<file path="config.mk">
export PLATFORM = sky130hd
export DESIGN_NAME = traffic_conflict_monitor
export DESIGN_NICKNAME = d
export VERILOG_FILES = /design/src/rtl/traffic_conflict_monitor.sv
export SDC_FILE = /design/constraint.sdc
export NUM_CORES = 1
export LEC_CHECK = 0
export ABC_AREA = 0
export CORE_MARGIN = 2
export CORE_UTILIZATION = 45
export CTS_CLUSTER_DIAMETER = 120
export DETAILED_ROUTE_END_ITERATION = 6
export PLACE_DENSITY_LB_ADDON = 0.1
export SLEW_MARGIN = 20
export SYNTH_ARGS = -nofsm -noshare
export SYNTH_HDL_FRONTEND = slang
export SYNTH_SLANG_ARGS = --single-unit
</file>
<file path="constraint.sdc">
create_clock -name clk -period 2.9 [get_ports clk]
set_clock_uncertainty 0.1 [all_clocks]
set_input_delay 0.58 -clock clk [delete_from_list [all_inputs] [get_ports clk]]
set_output_delay 0.58 -clock clk [all_outputs]
set_load 0.02 [all_outputs]
</file>
<file path="src/rtl/traffic_conflict_monitor.sv">
// Safety stage between the two-approach light controller and the lamp drivers:
// passes lamp codes through, trips to all-red flashing on persistent conflicts.
module traffic_conflict_monitor #(
   parameter int PERSIST    = 3,
   parameter int FLASH_HALF = 8,
   parameter int RECOVER    = 16
) (
   input  logic       clk,
   input  logic       rst,
   input  logic [2:0] ns_in,
   input  logic [2:0] we_in,
   input  logic       clear,
   output logic [2:0] ns_out,
   output logic [2:0] we_out,
   output logic       fault,
   output logic [1:0] fault_code,
   output logic       ctrl_hold
);

   localparam int PW = $clog2(PERSIST + 1);
   localparam int FW = $clog2(FLASH_HALF + 1);
   localparam int RW = $clog2(RECOVER + 1);
   localparam logic [2:0] RED  = 3'b100;
   localparam logic [2:0] DARK = 3'b000;

   typedef enum logic [1:0] {
      S_MONITOR,
      S_FLASH,
      S_RECOVER
   } state_t;

   state_t        state;
   logic [PW-1:0] pcnt;
   logic [FW-1:0] fcnt;
   logic [RW-1:0] rcnt;
   logic          phase;

   function automatic logic onehot3(input logic [2:0] c);
      return (c == 3'b001) || (c == 3'b010) || (c == 3'b100);
   endfunction

   logic          conflict, invalid, bad;
   logic          fwrap, phase_nx;
   logic [FW-1:0] fcnt_nx;
   logic [2:0]    flash_code;

   assign conflict   = ~ns_in[2] & ~we_in[2];
   assign invalid    = ~onehot3(ns_in) | ~onehot3(we_in);
   assign bad        = conflict | invalid;

   // Flash timebase free-runs through FAULT_FLASH and RECOVER alike
   assign fwrap      = (fcnt == FW'(FLASH_HALF - 1));
   assign fcnt_nx    = fwrap ? '0 : fcnt + 1'b1;
   assign phase_nx   = phase ^ fwrap;
   assign flash_code = phase_nx ? RED : DARK;

   always_ff @(posedge clk or negedge rst) begin
      if (!rst) begin
         state      <= S_MONITOR;
         ns_out     <= RED;
         we_out     <= RED;
         fault      <= 1'b0;
         fault_code <= 2'b00;
         ctrl_hold  <= 1'b0;
         pcnt       <= '0;
         fcnt       <= '0;
         rcnt       <= '0;
         phase      <= 1'b1;
      end else begin
         case (state)
            S_MONITOR: begin
               ns_out <= ns_in;
               we_out <= we_in;
               if (bad) begin
                  if (pcnt == PW'(PERSIST - 1)) begin
                     state      <= S_FLASH;
                     fault      <= 1'b1;
                     ctrl_hold  <= 1'b1;
                     fault_code <= {invalid, conflict};
                     fcnt       <= '0;
                     phase      <= 1'b1;
                     pcnt       <= '0;
                     ns_out     <= RED;
                     we_out     <= RED;
                  end else begin
                     pcnt <= pcnt + 1'b1;
                  end
               end else begin
                  pcnt <= '0;
               end
            end
            S_FLASH: begin
               fcnt   <= fcnt_nx;
               phase  <= phase_nx;
               ns_out <= flash_code;
               we_out <= flash_code;
               if (clear) begin
                  state     <= S_RECOVER;
                  ctrl_hold <= 1'b0;
                  rcnt      <= '0;
               end
            end
            S_RECOVER: begin
               fcnt   <= fcnt_nx;
               phase  <= phase_nx;
               ns_out <= flash_code;
               we_out <= flash_code;
               // Any relapse re-trips immediately; no persistence filter here
               if (bad) begin
                  state      <= S_FLASH;
                  ctrl_hold  <= 1'b1;
                  fault_code <= {invalid, conflict};
                  rcnt       <= '0;
               end else if (rcnt == RW'(RECOVER - 1)) begin
                  state      <= S_MONITOR;
                  fault      <= 1'b0;
                  fault_code <= 2'b00;
                  pcnt       <= '0;
                  rcnt       <= '0;
               end else begin
                  rcnt <= rcnt + 1'b1;
               end
            end
            default: state <= S_MONITOR;
         endcase
      end
   end

endmodule

</file>
==> results by group, run 1 <==
Setup path
  – CP Capture Type: flop
  – R2R Path Start: state[0]
  – Arr. time, crit path: 2610 ps
  – R2R Setup Slk: 850 ps
  – Critical Path Start Type: input pin
  – Required time of the worst setup path: 3070 ps
  – Worst r2r dst: rcnt[2]
  – CP Class: input pin to flop
  – Worst Path Max Fanout: 8
  – R2r worst-path depth: 6

Detailed routing
  – DRT iter0 DRCs: 31
  – WL/cell: 13.6 um
  – Wire length on met3: 91 um
  – Via count: 1195
  – Vias per inst: 5.43
  – Post-DRT Antenna Nets: 0
  – First-pass DRT Iterations: 4
  – Max Used Layer: met4
  – WL met2: 1.40 mm
  – Wl on met1: 1.46 mm
  – DRC Markers: 0
  – Total Wirelength: 2.99 mm

Place
  – Placed insts: 216
  – Pre-CTS setup slack: 106 ps
  – Routability-driven placement congestion ratio: 0.830
  – IO buf count: 18
  – Post-DP HPWL: 2.21 mm

Floorplanning
  – Die ar.: 3660 sq um
  – Die height: 60.5 um
  – Core Area: 3050 sq um
  – Initial Utilization: 47.0%
  – Die W: 60.5 um
  – Core Rows: 20
  – IO Pins: 19

Clock network
  – Max clock buf depth: 2
  – Post-CTS sizing: 0
  – TritonCTS clock tree: built
  – Clock slew at reported path FFs: 130 ps
  – Number of clock sinks: 24
  – Setup repair bufs after CTS: 0
  – TritonCTS buffer count: 3
  – Hold_buf cts: 0
  – Clock root buffer: clkbuf_4
  – H-tree depth: 1
  – Skew-Pair Late Insertion Delay: 330 ps

Final layout
  – Area of the multi-input gates: 749 sq um
  – Share of layout cells above drive strength 1: 13.6%
  – # diodes: 0
  – FF/Latch Area: 604 sq um
  – Final Instance Count excl. Fillers: 220
  – FILL cells: 302
  – P&R area growth vs syn: 21.6%
  – Net count, final: 192

Global routing
  – Largest net degree at the start of global routing: 25
  – Wire length of the first global-routing pass: 5.11 mm
  – Antenna violations before repair: 0
  – Grt ovf: 0
  – Total track usage: 18.3%
  – Vias in the first global route: 1146

Yosys
  – Synth cell count leaders: dfrtp_1 (21), nor2_1 (16), inv_1 (12)
  – Synth Cell Area: 1440 sq um
  – Count leader, synth: dfrtp_1
  – Register area share after synthesis: 42.1%
  – Post-synth top area cell: dfrtp_1
  – Syn nets: 168
  – Synth Area per Inst: 9.39 sq um
  – EDFF count, synth: 0
  – Primary FF master, synth: dfrtp_1
  – FF+latch count, synth: 24
  – Synth unique cells: 46
  – Mapped Cells: 153
  – Top cell type's share of synthesized area: 36.6%
  – Synth Warn #: 0
  – Area contributors post-synth: dfrtp_1 (37%), dfstp_2 (5.5%), ha_1 (5.2%)
  – Async SR Flop Fraction: 100%

Hold path
  – Hold Crit Endpoint: we_out[2]
  – Hold depth: 2
  – HP Start: we_out[2]
  – Hold Path Class: flop to flop

Pwr
  – Final Power: 0.00156 W
  – Leakage power: 0.780 nW
  – Peak VDD IR: 0.000409 V
  – Power per cell area: 894 nW/um^2

Job
  – Max-cap viol count: 0

STA
  – Max Fclk: 0.410 GHz
  – RSZ-0062 raised after global routing: no
  – Final Hold Viols: 0
  – Tcrit/Tclk final: 84.1%
  – Max transition margin: 54.1%
  – Post-route minimum period: 2440 ps
  – Worst slew pin tran: 669 ps
  – Setup TNS: 0 ps
  – Final max-slew violation count: 0
  – Final setup violating endpoints: 0
  – Final worst slack: 460 ps

Outcome
  – Status: completed
==> logic make-up after synthesis <==
family | Yosys count | synth area share (%)
compound gates | 37 | 18.4
simple gates | 59 | 23.0
buf+inv | 19 | 5.75
flops | 24 | 42.1
mux | 5 | 3.75
fa+ha+maj | 6 | 5.23
xor+xnor | 3 | 1.83
==> layer usage <==
layer	global-route usage (%)	vias to the layer above
met3	2.56	5
li1	-	593
met2	30.4	22
met1	24.8	575
met4	5.59	0
met5	0	-
==> how the worst max path moves through the flow <==
stage / from / end / slack [ps] / cells past startpoint
finish: we_in[2] / rcnt[2] / 460 / 7
global route: we_in[2] / fault_code[1] / 330 / 7
CTS: we_in[2] / fault_code[1] / 450 / 7
detailed placement: we_in[2] / fault_code[1] / 110 / 7
global placement: we_in[2] / fault_code[1] / 190 / 7
floorplan: we_in[1] / fault_code[0] / 620 / 7
==> state kept, by name (all words and copies together), names as in the netlist <==
signal,cells
ctrl_hold,1
fcnt,4
we_out,3
state,2
phase,1
pcnt,2
rcnt,5
fault,1
ns_out,3
fault_code,2
==> through the flow <==
| stage | instance area, sq um | util, % | hold WS [ps] |
|---|---|---|---|
| finish | 1750 | 57.2 | 395 |
| global route | 1750 | 57.2 | 420 |
| CTS | 1750 | 57.2 | 397 |
| detailed placement | 1690 | 55.5 | 377 |
| global placement | 1690 | 55.5 | 371 |
| floorplan | 1440 | - | 184 |
==> cells in the final DEF, fill, tap and decap left out, types with 3 or more instances in the layout <==
master,count
dfrtp_1,21
nand2_1,9
clkdlybuf4s50_1,18
inv_1,12
clkbuf_4,3
ha_1,6
a21oi_1,5
buf_4,8
nand3_1,10
o21ai_0,8
dfstp_2,3
a22o_1,7
nor3_1,3
nand2b_1,4
mux2_2,3
nor2_1,16
==> layout make-up <==
class,instances,area share [%]
Multi-Input combinational cell,110,42.9
Sequential cell,24,34.6
Timing Repair Buffer,26,13.8
Tap cell,44,3.15
Inverter,12,2.58
Clock inverter,1,1.72
Clock buffer,3,1.29
==> worst max-delay path, stage by stage <==
cell and delay, ps:
clkdlybuf4s50_1 490, buf_4 190, nor2_1 220, a21boi_1 100, a311o_2 450, or4b_1 490
nand2_1 80
==> report_power, final <==
part / internal, W / switching, W
sequential: 0.000446 / 0.0000706
clock: 0.000140 / 0.000107
combinational: 0.000375 / 0.000424
Power figures use the tool's default switching activity.
==> run 2: changes to the inputs <==
Clock period 2.9 ns to 2.5 ns, I/O delays scaled along.
==> results by group, run 2 (synthesized netlist as in run 1, its figures left out) <==
Clock network
  – TritonCTS buffer count: 3 (unchanged)
  – Hold_buf cts: 0 (unchanged)
  – Number of clock sinks: 24 (unchanged)
  – TritonCTS clock tree: built
  – Max clock buf depth: 2 (unchanged)
  – Setup repair bufs after CTS: 0 (unchanged)
  – H-tree depth: 1 (unchanged)
  – Clock root buffer: clkbuf_4
  – Clock slew at reported path FFs: 130 ps (about the same)
  – Skew-Pair Late Insertion Delay: 310 ps (-20 ps)
  – Post-CTS sizing: 0 (unchanged)

Place
  – Post-DP HPWL: 2.26 mm (+2.1%)
  – Placed Area: 1770 sq um (+4.4%)
  – IO buf count: 18 (unchanged)
  – Pre-CTS setup slack: -159 ps (-265 ps)
  – Routability-driven placement congestion ratio: 0.833 (+0.26%)

STA
  – Worst slew pin tran: 624 ps (-45.5 ps)
  – Final worst slack: 174 ps (-286 ps)
  – Max transition margin: 57.2% (+3.1 points)
  – RSZ-0062 raised after global routing: no
  – Max Fclk: 0.430 GHz
  – Final setup violating endpoints: 0 (unchanged)
  – Tcrit/Tclk final: 93.0%
  – Final max-slew violation count: 0 (unchanged)
  – Final Hold Viols: 0 (unchanged)
  – Post-route minimum period: 2330 ps

Floorplanning
  – Die W: 60.5 um (unchanged)
  – Core Area: 3050 sq um (unchanged)
  – Initial Utilization: 47.0% (unchanged)
  – Die height: 60.5 um (unchanged)
  – Core Rows: 20 (unchanged)
  – Die ar.: 3660 sq um (unchanged)
  – IO Pins: 19 (unchanged)

Global routing
  – Wire length of the first global-routing pass: 5.14 mm (+0.55%)
  – Met2 Use GR: 30.4% (unchanged)
  – Grt ovf: 0 (unchanged)
  – Grt peak-use layer: met2
  – Met1 GRT Util: 25.0% (+0.20 points)
  – Antenna violations before repair: 0 (unchanged)
  – Met3 Usage GRT: 2.77% (+0.21 points)
  – Vias in the first global route: 1182 (+3.1%)
  – Total track usage: 18.5% (+0.21 points)
  – Largest net degree at the start of global routing: 25 (unchanged)

Setup path
  – CP delay by family, top: compound AO/OA/AOI/OAI gates
  – Critical path cell sequence: clkdlybuf4s50_1 -> nor3b_2 -> a32oi_1 -> a311o_2 -> o22ai_1 -> a21oi_1 -> mux2_2
  – CP Class: input pin to flop
  – Crit path buf inv count: 1 (-1)
  – Worst path max stage delay: 600 ps (+110 ps)
  – Worst path depth: 7 (unchanged)
  – Slowest CP cell: clkdlybuf4s50_1
  – Worst Path Max Fanout: 9 (+1)
  – Required time of the worst setup path: 2610 ps (-460 ps)
  – Critical Path Start Type: input pin
  – R2r worst-path depth: 7 (+1)
  – CP Capture Type: flop
  – Arr. time, crit path: 2440 ps (-170 ps)

Detailed routing
  – Total Wirelength: 2.88 mm (-3.5%)
  – Vias per inst: 5.18 (-4.7%)
  – First-pass DRT Iterations: 4 (unchanged)
  – Via count: 1191 (-0.33%)
  – DRC Markers: 0 (unchanged)
  – WL/cell: 12.5 um (-7.7%)
  – Post-DRT Antenna Nets: 0 (unchanged)
  – DRT iter0 DRCs: 57 (+84%)

Pwr
  – Seq pwr share: 33.2% (about the same)
  – Sw Share: 37.7% (-0.85 points)
  – Clock power frac: 15.3% (-0.5 points)
  – Power per cell area: 991 nW/um^2 (+11%)
  – Final Power: 0.00180 W (+16%)
  – NetSw: 0.000680 W (+13%)
  – Internal power: 0.00113 W (+17%)
  – Comb power frac: 51.5% (+0.4 points)
  – Leakage power: 0.828 nW (+6.1%)
  – Peak VDD IR: 0.000459 V (+12%)

Final layout
  – Most frequent cells in the layout: dfrtp_1 (21), clkdlybuf4s50_1 (18), buf_4 (18), nor2_1 (16), inv_1 (12)
  – Net count, final: 202 (+5.2%)
  – Max FFs per register: 5 (unchanged)
  – Top reg by flops: rcnt
  – Fin area: 1820 sq um (+4.3%)
  – # diodes: 0 (unchanged)
  – P&R area growth vs syn: 26.8%
  – Commonest non-fill, non-tap cell in the layout: dfrtp_1
  – Share of layout cells above drive strength 1: 18.3% (+4.6 points)
  – Largest registers: rcnt: 5 flops, fcnt: 4 flops
  – Post-Route Utilization: 59.7% (+2.5 points)

Hold path
  – Hold depth: 2 (unchanged)
  – Hold Path Class: flop to flop

Job
  – Max-cap viol count: 0 (unchanged)

Outcome
  – Status: completed
==> run 2: changes by cell type in the layout (fill, tap and decap cells not counted) <==
cell,before,now
buf_4,8,18
==> run 2: power groups by stage <==
stage	logic, W	clock network (W)	registers (W)
floorplan	0.000545	0	0.000668
global placement	0.000911	0	0.000598
detailed placement	0.000934	0	0.000608
CTS	0.000940	0.000287	0.000600
global route	0.00104	0.000305	0.000615
finish	0.000929	0.000277	0.000599
==> run 2: worst reg2reg max path, stage by stage (launching register included) <==
cell and delay [ps]:
dfrtp_1 420, inv_1 110, ha_1 280, inv_1 80, a311o_2 390, o22ai_1 130, a21oi_1 90, mux2_2 290
==> run 2: routing by layer <==
layer / routed length (um) / vias up
met4: 19 / 0
met2: 1370 / 19
met3: 78 / 2
li1: - / 609
met1: 1420 / 561
met5: 0 / -
==> run 2: layout make-up <==
cell class,instances,area (sq um)
tap,44,55.1
sequential,24,604
timing repair buffer,36,315
clock buffer,3,22.5
clock inverter,1,30.0
fill,300,1230
inverter,12,45.0
multi-input combinational,110,749
==> run 2: per-stage QoR <==
stage          hold slack (ps)  TNS [ps]  cells
2_1_floorplan              104         0    153
3_3_place_gp               371      -537    226
3_5_place_dp               376     -1310    226
4_1_cts                    397         0    230
5_1_grt                    410         0    230
6_report                   390         0    230
==> run 2: final timing paths <==
check | start | end | slack [ps]
worst max-delay path | ns_in[2] | fault_code[1] | 170
worst min-delay path | ns_out[2] | ns_out[2] | 390
worst max register to register | state[0] | fault_code[1] | 500
worst min register to register | ns_out[2] | ns_out[2] | 390
max in group asynchronous | rst | ns_out[2] | 1580
min in group asynchronous | rst | fcnt[2] | 440
